**src/rtl/shift_add_multiplier_if.sv**
```systemverilog
// Bundles the multiplier's control handshake, operands, product and the
// external adder port pair. The multiplier uses the slave modport; its environment uses master.
interface shift_add_multiplier_if #(
    parameter int WIDTH = 32
);
    logic             start;
    logic [WIDTH-1:0] op_a;
    logic [WIDTH-1:0] op_b;
    logic [WIDTH-1:0] add_a;
    logic [WIDTH-1:0] add_b;
    logic             add_cin;
    logic [WIDTH-1:0] add_s;
    logic             add_carry;
    logic             busy;
    logic             done;
    logic [WIDTH-1:0] prod_hi;
    logic [WIDTH-1:0] prod_lo;

    modport slave (
        input  start, op_a, op_b, add_s, add_carry,
        output add_a, add_b, add_cin, busy, done, prod_hi, prod_lo
    );

    modport master (
        output start, op_a, op_b, add_s, add_carry,
        input  add_a, add_b, add_cin, busy, done, prod_hi, prod_lo
    );
endinterface

```
**src/rtl/shift_add_multiplier.sv**
```systemverilog
// Sequential unsigned WIDTH x WIDTH shift-add multiplier driving an external adder.
// Optional macro MULT_EARLY_TERM_EN: finish early once the remaining multiplier bits are zero.
module shift_add_multiplier #(
    parameter int WIDTH = 32
) (
    input  logic                 clk,
    input  logic                 rst_n,
    shift_add_multiplier_if.slave mul_if,
    output logic [1:0]           o_dbg_state
);
    // Handshake: start is sampled only in IDLE; busy is high in RUN and DONE;
    // done is high for exactly one cycle (DONE) with prod_hi/prod_lo valid, and
    // the product holds until the next accepted start.
    localparam int              CW     = $clog2(WIDTH) + 1;
    localparam logic [CW-1:0]   L_LAST = CW'(WIDTH - 1);

    typedef enum logic [1:0] {
        S_IDLE = 2'd0,
        S_RUN  = 2'd1,
        S_DONE = 2'd2
    } state_t;

    state_t             r_state;
    state_t             w_state_nxt;
    logic [WIDTH-1:0]   r_acc;
    logic [WIDTH-1:0]   r_q;
    logic [WIDTH-1:0]   r_m;
    logic [CW-1:0]      r_cnt;
    logic               w_last_step;
    logic               w_early;
    logic [2*WIDTH-1:0] w_step;
    logic [2*WIDTH-1:0] w_prod_nxt;

    // The adder's carry-out becomes the new ACC MSB, so ACC never overflows.
    assign w_step      = {mul_if.add_carry, mul_if.add_s, r_q[WIDTH-1:1]};
    assign w_last_step = (r_cnt == L_LAST);

`ifdef MULT_EARLY_TERM_EN
    localparam logic [CW:0] L_WIDTH = (CW+1)'(WIDTH);
    logic [WIDTH-1:0] w_rem_mask;
    logic [CW:0]      w_shamt;

    // Unprocessed multiplier bits sit in the low WIDTH-cnt bits of Q.
    assign w_rem_mask = {WIDTH{1'b1}} >> r_cnt;
    assign w_early    = ((r_q & w_rem_mask) == '0);
    assign w_shamt    = L_WIDTH - {1'b0, r_cnt};
    assign w_prod_nxt = w_early ? ({r_acc, r_q} >> w_shamt) : w_step;
`else
    assign w_early    = 1'b0;
    assign w_prod_nxt = w_step;
`endif

    always_ff @(posedge clk or negedge rst_n) begin
        if (!rst_n) begin
            r_state <= S_IDLE;
        end else begin
            r_state <= w_state_nxt;
        end
    end

    always_comb begin
        w_state_nxt = r_state;
        case (r_state)
            S_IDLE: if (mul_if.start) w_state_nxt = S_RUN;
            S_RUN:  if (w_last_step || w_early) w_state_nxt = S_DONE;
            S_DONE: w_state_nxt = S_IDLE;
            default: w_state_nxt = S_IDLE;
        endcase
    end

    always_ff @(posedge clk or negedge rst_n) begin
        if (!rst_n) begin
            r_acc <= '0;
            r_q   <= '0;
            r_m   <= '0;
            r_cnt <= '0;
        end else begin
            case (r_state)
                S_IDLE: begin
                    if (mul_if.start) begin
                        r_acc <= '0;
                        r_q   <= mul_if.op_b;
                        r_m   <= mul_if.op_a;
                        r_cnt <= '0;
                    end
                end
                S_RUN: begin
                    {r_acc, r_q} <= w_prod_nxt;
                    r_cnt        <= r_cnt + 1'b1;
                end
                default: ;
            endcase
        end
    end

    assign mul_if.add_a   = r_acc;
    assign mul_if.add_b   = r_q[0] ? r_m : '0;
    assign mul_if.add_cin = 1'b0;
    assign mul_if.busy    = (r_state != S_IDLE);
    assign mul_if.done    = (r_state == S_DONE);
    assign mul_if.prod_hi = r_acc;
    assign mul_if.prod_lo = r_q;
    assign o_dbg_state    = r_state;
endmodule

```
**src/flat_wrapper.sv**
```systemverilog
// flat-port wrapper written by rule: the top's interface ports become plain ports
module shift_add_multiplier_flat 
#(
    parameter int WIDTH = 32
)
  (clk, rst_n, o_dbg_state, mul_if_start, mul_if_op_a, mul_if_op_b, mul_if_add_s, mul_if_add_carry, mul_if_add_a, mul_if_add_b, mul_if_add_cin, mul_if_busy, mul_if_done, mul_if_prod_hi, mul_if_prod_lo);
  shift_add_multiplier_if #(.WIDTH(WIDTH)) mul_if_i ();
  input  logic clk;
  input  logic rst_n;
  output logic [1:0] o_dbg_state;
  input wire logic [$bits(mul_if_i.start)-1:0] mul_if_start;
  input wire logic [$bits(mul_if_i.op_a)-1:0] mul_if_op_a;
  input wire logic [$bits(mul_if_i.op_b)-1:0] mul_if_op_b;
  input wire logic [$bits(mul_if_i.add_s)-1:0] mul_if_add_s;
  input wire logic [$bits(mul_if_i.add_carry)-1:0] mul_if_add_carry;
  output wire logic [$bits(mul_if_i.add_a)-1:0] mul_if_add_a;
  output wire logic [$bits(mul_if_i.add_b)-1:0] mul_if_add_b;
  output wire logic [$bits(mul_if_i.add_cin)-1:0] mul_if_add_cin;
  output wire logic [$bits(mul_if_i.busy)-1:0] mul_if_busy;
  output wire logic [$bits(mul_if_i.done)-1:0] mul_if_done;
  output wire logic [$bits(mul_if_i.prod_hi)-1:0] mul_if_prod_hi;
  output wire logic [$bits(mul_if_i.prod_lo)-1:0] mul_if_prod_lo;
  assign mul_if_i.start = mul_if_start;
  assign mul_if_i.op_a = mul_if_op_a;
  assign mul_if_i.op_b = mul_if_op_b;
  assign mul_if_i.add_s = mul_if_add_s;
  assign mul_if_i.add_carry = mul_if_add_carry;
  assign mul_if_add_a = mul_if_i.add_a;
  assign mul_if_add_b = mul_if_i.add_b;
  assign mul_if_add_cin = mul_if_i.add_cin;
  assign mul_if_busy = mul_if_i.busy;
  assign mul_if_done = mul_if_i.done;
  assign mul_if_prod_hi = mul_if_i.prod_hi;
  assign mul_if_prod_lo = mul_if_i.prod_lo;
  shift_add_multiplier #(.WIDTH(WIDTH)) u_core (.clk(clk), .rst_n(rst_n), .mul_if(mul_if_i), .o_dbg_state(o_dbg_state));
endmodule
```
**config.mk**
```make
export PLATFORM = sky130hd
export DESIGN_NAME = shift_add_multiplier_flat
export DESIGN_NICKNAME = d
export VERILOG_FILES = /design/src/rtl/shift_add_multiplier_if.sv /design/src/rtl/shift_add_multiplier.sv /design/src/flat_wrapper.sv
export SDC_FILE = /design/constraint.sdc
export NUM_CORES = 1
export LEC_CHECK = 0
export CAP_MARGIN = 0
export CELL_PAD_IN_SITES_DETAIL_PLACEMENT = 0
export CELL_PAD_IN_SITES_GLOBAL_PLACEMENT = 1
export CORE_MARGIN = 1
export CORE_UTILIZATION = 32
export CTS_BUF_LIST = sky130_fd_sc_hd__clkbuf_2
export CTS_CLUSTER_SIZE = 20
export DETAILED_ROUTE_END_ITERATION = 16
export HOLD_SLACK_MARGIN = 0.06
export PLACE_DENSITY = 0.89
export SLEW_MARGIN = 30
export SYNTH_ARGS = -nofsm -noshare
export SYNTH_HDL_FRONTEND = slang
export SYNTH_SLANG_ARGS = --single-unit
export TNS_END_PERCENT = 10
```
**constraint.sdc**
```tcl
create_clock -name clk -period 2.21 [get_ports clk]
set_input_delay 0.442 -clock clk [delete_from_list [all_inputs] [get_ports clk]]
set_output_delay 0.442 -clock clk [all_outputs]
set_load 0.02 [all_outputs]
```
# --- Word-level counts from Yosys, hierarchy flattened ---
# Cells that the tools add are included.
word_totals:
  word_cells: 27
  reg_bits: 104
  out_inout_bits: 133
  input_bits: 100
op_classes:
  muxes: 10
  reduce_logical: 6
  n_addsub: 1
  eq_ne: 5
op_table:
  columns: ["op", "count"]
  rows:
  - ["32-bit case mux with 2 select lines", 2]
  - ["32-bit two-way mux", 3]
  - ["6-bit case mux with 2 select lines", 1]
  - ["6-bit by 1-bit adder with 6-bit output (second input constant)", 1]
  - ["6-bit by 5-bit equality test with 1-bit output (second input constant)", 1]
  - ["6-bit two-way mux", 1]
  - ["2-bit AND reduction", 3]
  - ["2-bit two-way mux", 2]
  - ["2-bit case mux with 2 select lines", 1]
  - ["2-bit nonzero test", 2]
  - ["2-bit by 1-bit equality test with 1-bit output (second input constant)", 1]
  - ["2-bit equality test (second input constant)", 1]
  - ["2-bit zero test", 1]
  - ["2-bit by 1-bit inequality test with 1-bit output (second input constant)", 1]
  - ["2-bit inequality test (second input constant)", 1]

# --- Longest topological paths before layout ---
depth:
  ltp_word: 3
  ltp_mapped: 6
  mapped_depth_nobuf: 4

# --- Worst setup path before layout ---
# OpenSTA, ideal clock, no wires.
synth_path:
  path_type: "register to register"
  startpoint: "register u_core.r_state[1], in the netlist u_core.o_dbg_state[1]"
  endpoint: "register u_core.r_cnt[5]"
  path_slack_ns: 0.726
  arrival_ns: 1.348
  setup_ns: 0.136
  path_buffers: 2
  path_stages_with_launch: 6
  synth_period_minus_slack_ns: 1.484
  required_ns: 2.074
  path_cell_list: "dfrtp_1 -> or3b_4 -> buf_6 -> buf_6 -> o311ai_1 -> o41ai_1"
synth_via:
  elab_chain_len: 3
  elab_cells_between_ends: 6
  classes_between: "2 x eq/ne; 1 x mux; 3 x reduce/logical"
synth_rtl:
  columns: ["element", "line", "text"]
  rows:
  - ["start, declared", "shift_add_multiplier.sv:23", "state_t r_state;"]
  - ["start signal, assigned", "shift_add_multiplier.sv:57", "r_state <= w_state_nxt;"]
  - ["2-bit by 1-bit equality test with 1-bit output or 2-bit zero test (tied branches)", "shift_add_multiplier.sv:78", "case (r_state)"]
  - ["2-bit nonzero test (no line) or 2-bit inequality test (tied branches)", null, null]
  - ["2-bit AND reduction (no line)", null, null]
  - ["end signal, assigned", "shift_add_multiplier.sv:89", "r_cnt <= r_cnt + 1'b1;"]
  - ["end, declared", "shift_add_multiplier.sv:28", "logic [CW-1:0] r_cnt;"]
# Several ways; a longest one is shown, not always the timed one.
# A chain may end at the register's enable or synchronous reset.

# --- Worst setup path after layout ---
layout_path:
  startpoint: "register u_core.r_q[4], in the netlist u_core.mul_if.prod_lo[4]"
  endpoint: "output port mul_if_prod_lo[4]"
layout_rtl:
  columns: ["element", "line", "text"]
  rows:
  - ["start, declared", "shift_add_multiplier.sv:26", "logic [WIDTH-1:0] r_q;"]
  - ["start signal, assigned", "shift_add_multiplier.sv:82", "r_q <= mul_if.op_b;"]
  - ["start signal, assigned", "shift_add_multiplier.sv:88", "{r_acc, r_q} <= w_prod_nxt;"]
  - ["end, declared", "flat_wrapper.sv:22", "output wire logic [$bits(mul_if_i.prod_lo)-1:0] mul_if_prod_lo;"]
# No word-level cell between the ends.

==> impl_metrics.csv <==
group,metric,value,unit
route,detailroute.wirelength.met2,6230,µm
sta,setup_repair_after_global_routing_missed_its_margin,"yes",
route,drtPass1Iterations,4,
sta,period_minus_slack,2.12,ns
worst_setup_path,worst_setup_path_end_kind,"primary output",
cells_and_area,syn_to_final_growth,50.2,%
global_route,largest_net_degree_at_the_start_of_global_routing,66,
synthesis,syn_avg_cell_area,8.93,µm²
synthesis,most_frequently_used_cell_type_in_the_post_synthesis_netlist,"nand2_1",
placement,pre_cts_ws,0.212,ns
worst_setup_path,worstSetupPathType,"flop to primary output",
worst_setup_path,cell_with_the_largest_stage_delay_on_the_worst_path,"clkdlybuf4s50_1",
worst_setup_path,startpoint_type,"flop",
worst_setup_path,path_cells,"clkdlybuf4s50_1",
synthesis,yosys-mux-area-fraction,0.215,%
global_route,grt_antenna_before_repair,0,
clocking,numCtsBuffers,9,
global_route,gr-total-overflow,0,
synthesis,synth.cells.most_frequent,"nand2_1 (165), dfrtp_1 (104), nand3_1 (35)",
synthesis,yosys.area_share.simple,29.0,%
sta,timing.final.max_slew_violations,0,
synthesis,netlist_top_cells_area,"dfrtp_1 (56%), nand2_1 (13%), buf_4 (5.3%)",
route,topRoutingLayerUsed,"met4",
route,routed-via-count,4269,
synthesis,dominant_combinational_cell_family_by_area_after_synthesis,"simple AND/OR/NAND/NOR gates",
synthesis,post_synthesis_adder_cell_area_fraction,0.268,%
floorplanning,die_width,123,µm
worst_setup_path,critPathBufInv,1,
worst_setup_path,path_depth,1,
hold_path,hold_class,"primary input to async pin",
floorplanning,design.portCount,233,
worst_setup_path,critPathMaxFanout,3,
synthesis,synth_xor_xnor_area_share,0.188,%
synthesis,synth.ff_latch_count,104,
synthesis,synth_flop_cell,"dfrtp_1",
placement,dp_hpwl,9100,µm
synthesis,synthesis.area,4660,µm²
cells_and_area,area_taken_by_multi_input_logic_gates,1640,µm²
route,drtAntennaViolNets,0,
sta,timing.final.crit_share,95.9,%
route,drtIter0Drc,219,
clocking,root_buffer,"clkbuf_2",
synthesis,synth_top_cell_by_area,"dfrtp_1",
worst_setup_path,required,1.77,ns
sta,postLayoutSetupSlackWorst,0.0914,ns
cells_and_area,fillerInstances,1297,
cells_and_area,finish.utilization,49.9,%
sta,finalSetupTns,0,ns
floorplanning,fp.dieArea,15100,µm²
worst_setup_path,critPathTopFamily,"buffers and inverters",
cells_and_area,fin_area,7000,µm²
cells_and_area,regArea,2600,µm²
route,wl,12900,µm
worst_setup_path,worst_ep_arrival,1.68,ns
placement,place_congestion,0.792,
sta,whs,0.306,ns
cells_and_area,fin_nets,811,
synthesis,synth_async_sr_flop_share,100,%
placement,dpl-instance-area,6920,µm²
route,wirelength_met1,5480,µm
job,drv_cap,0,
cells_and_area,drive_above_1_share,7.55,%
sta,final-hold-violation-count,0,
synthesis,yosysWarnings,0,
floorplanning,die_y,123,µm
route,viasPerCell,4.77,
floorplanning,core_area,14000,µm²
synthesis,synth-seq-area-share,55.8,%
route,wl_met3,1010,µm
floorplanning,rows,43,
sta,fin_skew,0.0243,ns
clocking,max-clock-path-buffers,2,
floorplanning,start_util,33.2,%
placement,port_buffers,231,
clocking,worst_skew_pair.late_latency,0.58,ns
worst_setup_path,max_stage_delay,0.63,ns
worst_setup_path,worst-r2r-cell-count,6,
route,drt-wirelength-per-cell,14.5,µm
power,total_leakage_power,3.31,nW
cells_and_area,n_antenna_cell,0,
synthesis,synth_top_area_share,55.8,%
synthesis,syn-instance-count,522,
sta,max_freq,472,MHz
synthesis,synth_compound_area_share,5.21,%
power,areal_power_density_over_the_cells,1460,nW/µm²
synthesis,mappedNetlistNets,623,
global_route,grt_first_pass_wirelength,20200,µm
clocking,ctsHtreeMaxLevel,3,
sta,finalSetupViolCount,0,
status,status,"finished, final reports clean",
clocking,clock-sinks,104,
global_route,grt_pass1_vias,4061,
clocking,cts.reportedPaths.clkPinSlew,0.30,ns
synthesis,synth_cell_type_count,28,
route,route.detailed.drc,0,
clocking,cts_tree,"yes",
power,max-vdd-ir-drop,0.000685,V
synthesis,synth_edf_count,0,
global_route,globalRouteTotalUtil,17.1,%
==> metal layers <==
layer	track usage (%)	up-vias
met3	4.28	14
met5	0	-
met4	6.86	0
met2	27.9	181
met1	21.6	2028
li1	-	2046
==> state kept, by name (all words and copies together), names as in the netlist <==
name                   cells
u_core.mul_if.add_a       32
u_core.mul_if.prod_lo     32
u_core.o_dbg_state         2
u_core.r_cnt               6
u_core.r_m                32
==> final timing paths <==
kind / slack (ns) / start / end
worst min-delay path: 0.31 / rst_n / u_core.mul_if.prod_lo[29]
min in group clk: 0.32 / mul_if_add_s[1] / u_core.mul_if.add_a[0]
max in group asynchronous: 1.25 / rst_n / u_core.r_m[12]
worst max-delay path: 0.09 / u_core.mul_if.prod_lo[4] / mul_if_prod_lo[4]
worst min register to register: 0.51 / u_core.r_m[0] / u_core.r_m[0]
worst max register to register: 0.38 / u_core.o_dbg_state[1] / u_core.mul_if.prod_lo[11]
==> where the power goes <==
part | internal [mW] | switching, mW | total [mW]
Clock | 0.259 | 0.638 | 0.897
Sequential | 2.79 | 0.652 | 3.44
Combinational | 2.60 | 3.30 | 5.90
==> metrics by stage <==
| step | cells | power, mW |
|---|---|---|
| floorplan | 522 | 7.04 |
| global placement | 877 | 9.51 |
| detailed placement | 877 | 9.66 |
| CTS | 894 | 10.4 |
| global route | 895 | 11.0 |
| finish | 895 | 10.2 |
==> placed cells by master (no fill, tap or decap) <==
master,n
o41ai_1,1
clkbuf_2,28
or2_2,1
dlymetal6s2s_1,17
o31ai_1,1
nand3_1,35
conb_1,1
clkinvlp_4,2
nand2_1,165
dfrtp_1,104
or3b_4,1
dlygate4sd3_1,1
clkdlybuf4s50_1,178
o311ai_1,1
nor3b_1,1
nor2b_1,1
nand4_1,1
nand3b_1,1
buf_12,3
mux2i_1,1
nand2b_2,1
clkdlybuf4s15_1,15
dlygate4sd2_1,2
nor3_1,32
clkinv_2,3
o211ai_1,1
ha_1,1
xor2_1,1
buf_8,1
o21ai_0,2
o22ai_1,32
nor2_1,33
bufinv_16,1
nor2b_4,1
nor3b_2,1
and2_1,33
buf_4,11
==> layout make-up <==
cell class / count / share of cell area [%]
clock inverters: 6 / 0.858
well taps: 180 / 3.22
flip-flops and latches: 104 / 37.2
multi-input cells: 349 / 23.5
repair buffers: 246 / 34.6
clock buffers: 10 / 0.715
==> repair_timing <==
| item | 4_1_cts | 5_1_grt |
|---|---|---|
| buffers inserted | 0 | 1 |
| hold buffers | 1 | 0 |
| endpoints found under the hold margin | 33 | 0 |
| endpoints found under the setup margin | 35 | 52 |
| resized for setup | 40 | 65 |
==> cells by family after synthesis <==
kind of cell,Yosys count
and+or+nand+nor,307
adders and majority gates,1
DFF,104
other,1
AOI/OAI and AO/OA,38
muxes,1
xor gates and xnor gates,1
buffers and inverters,69
Power figures use the tool's default switching activity.
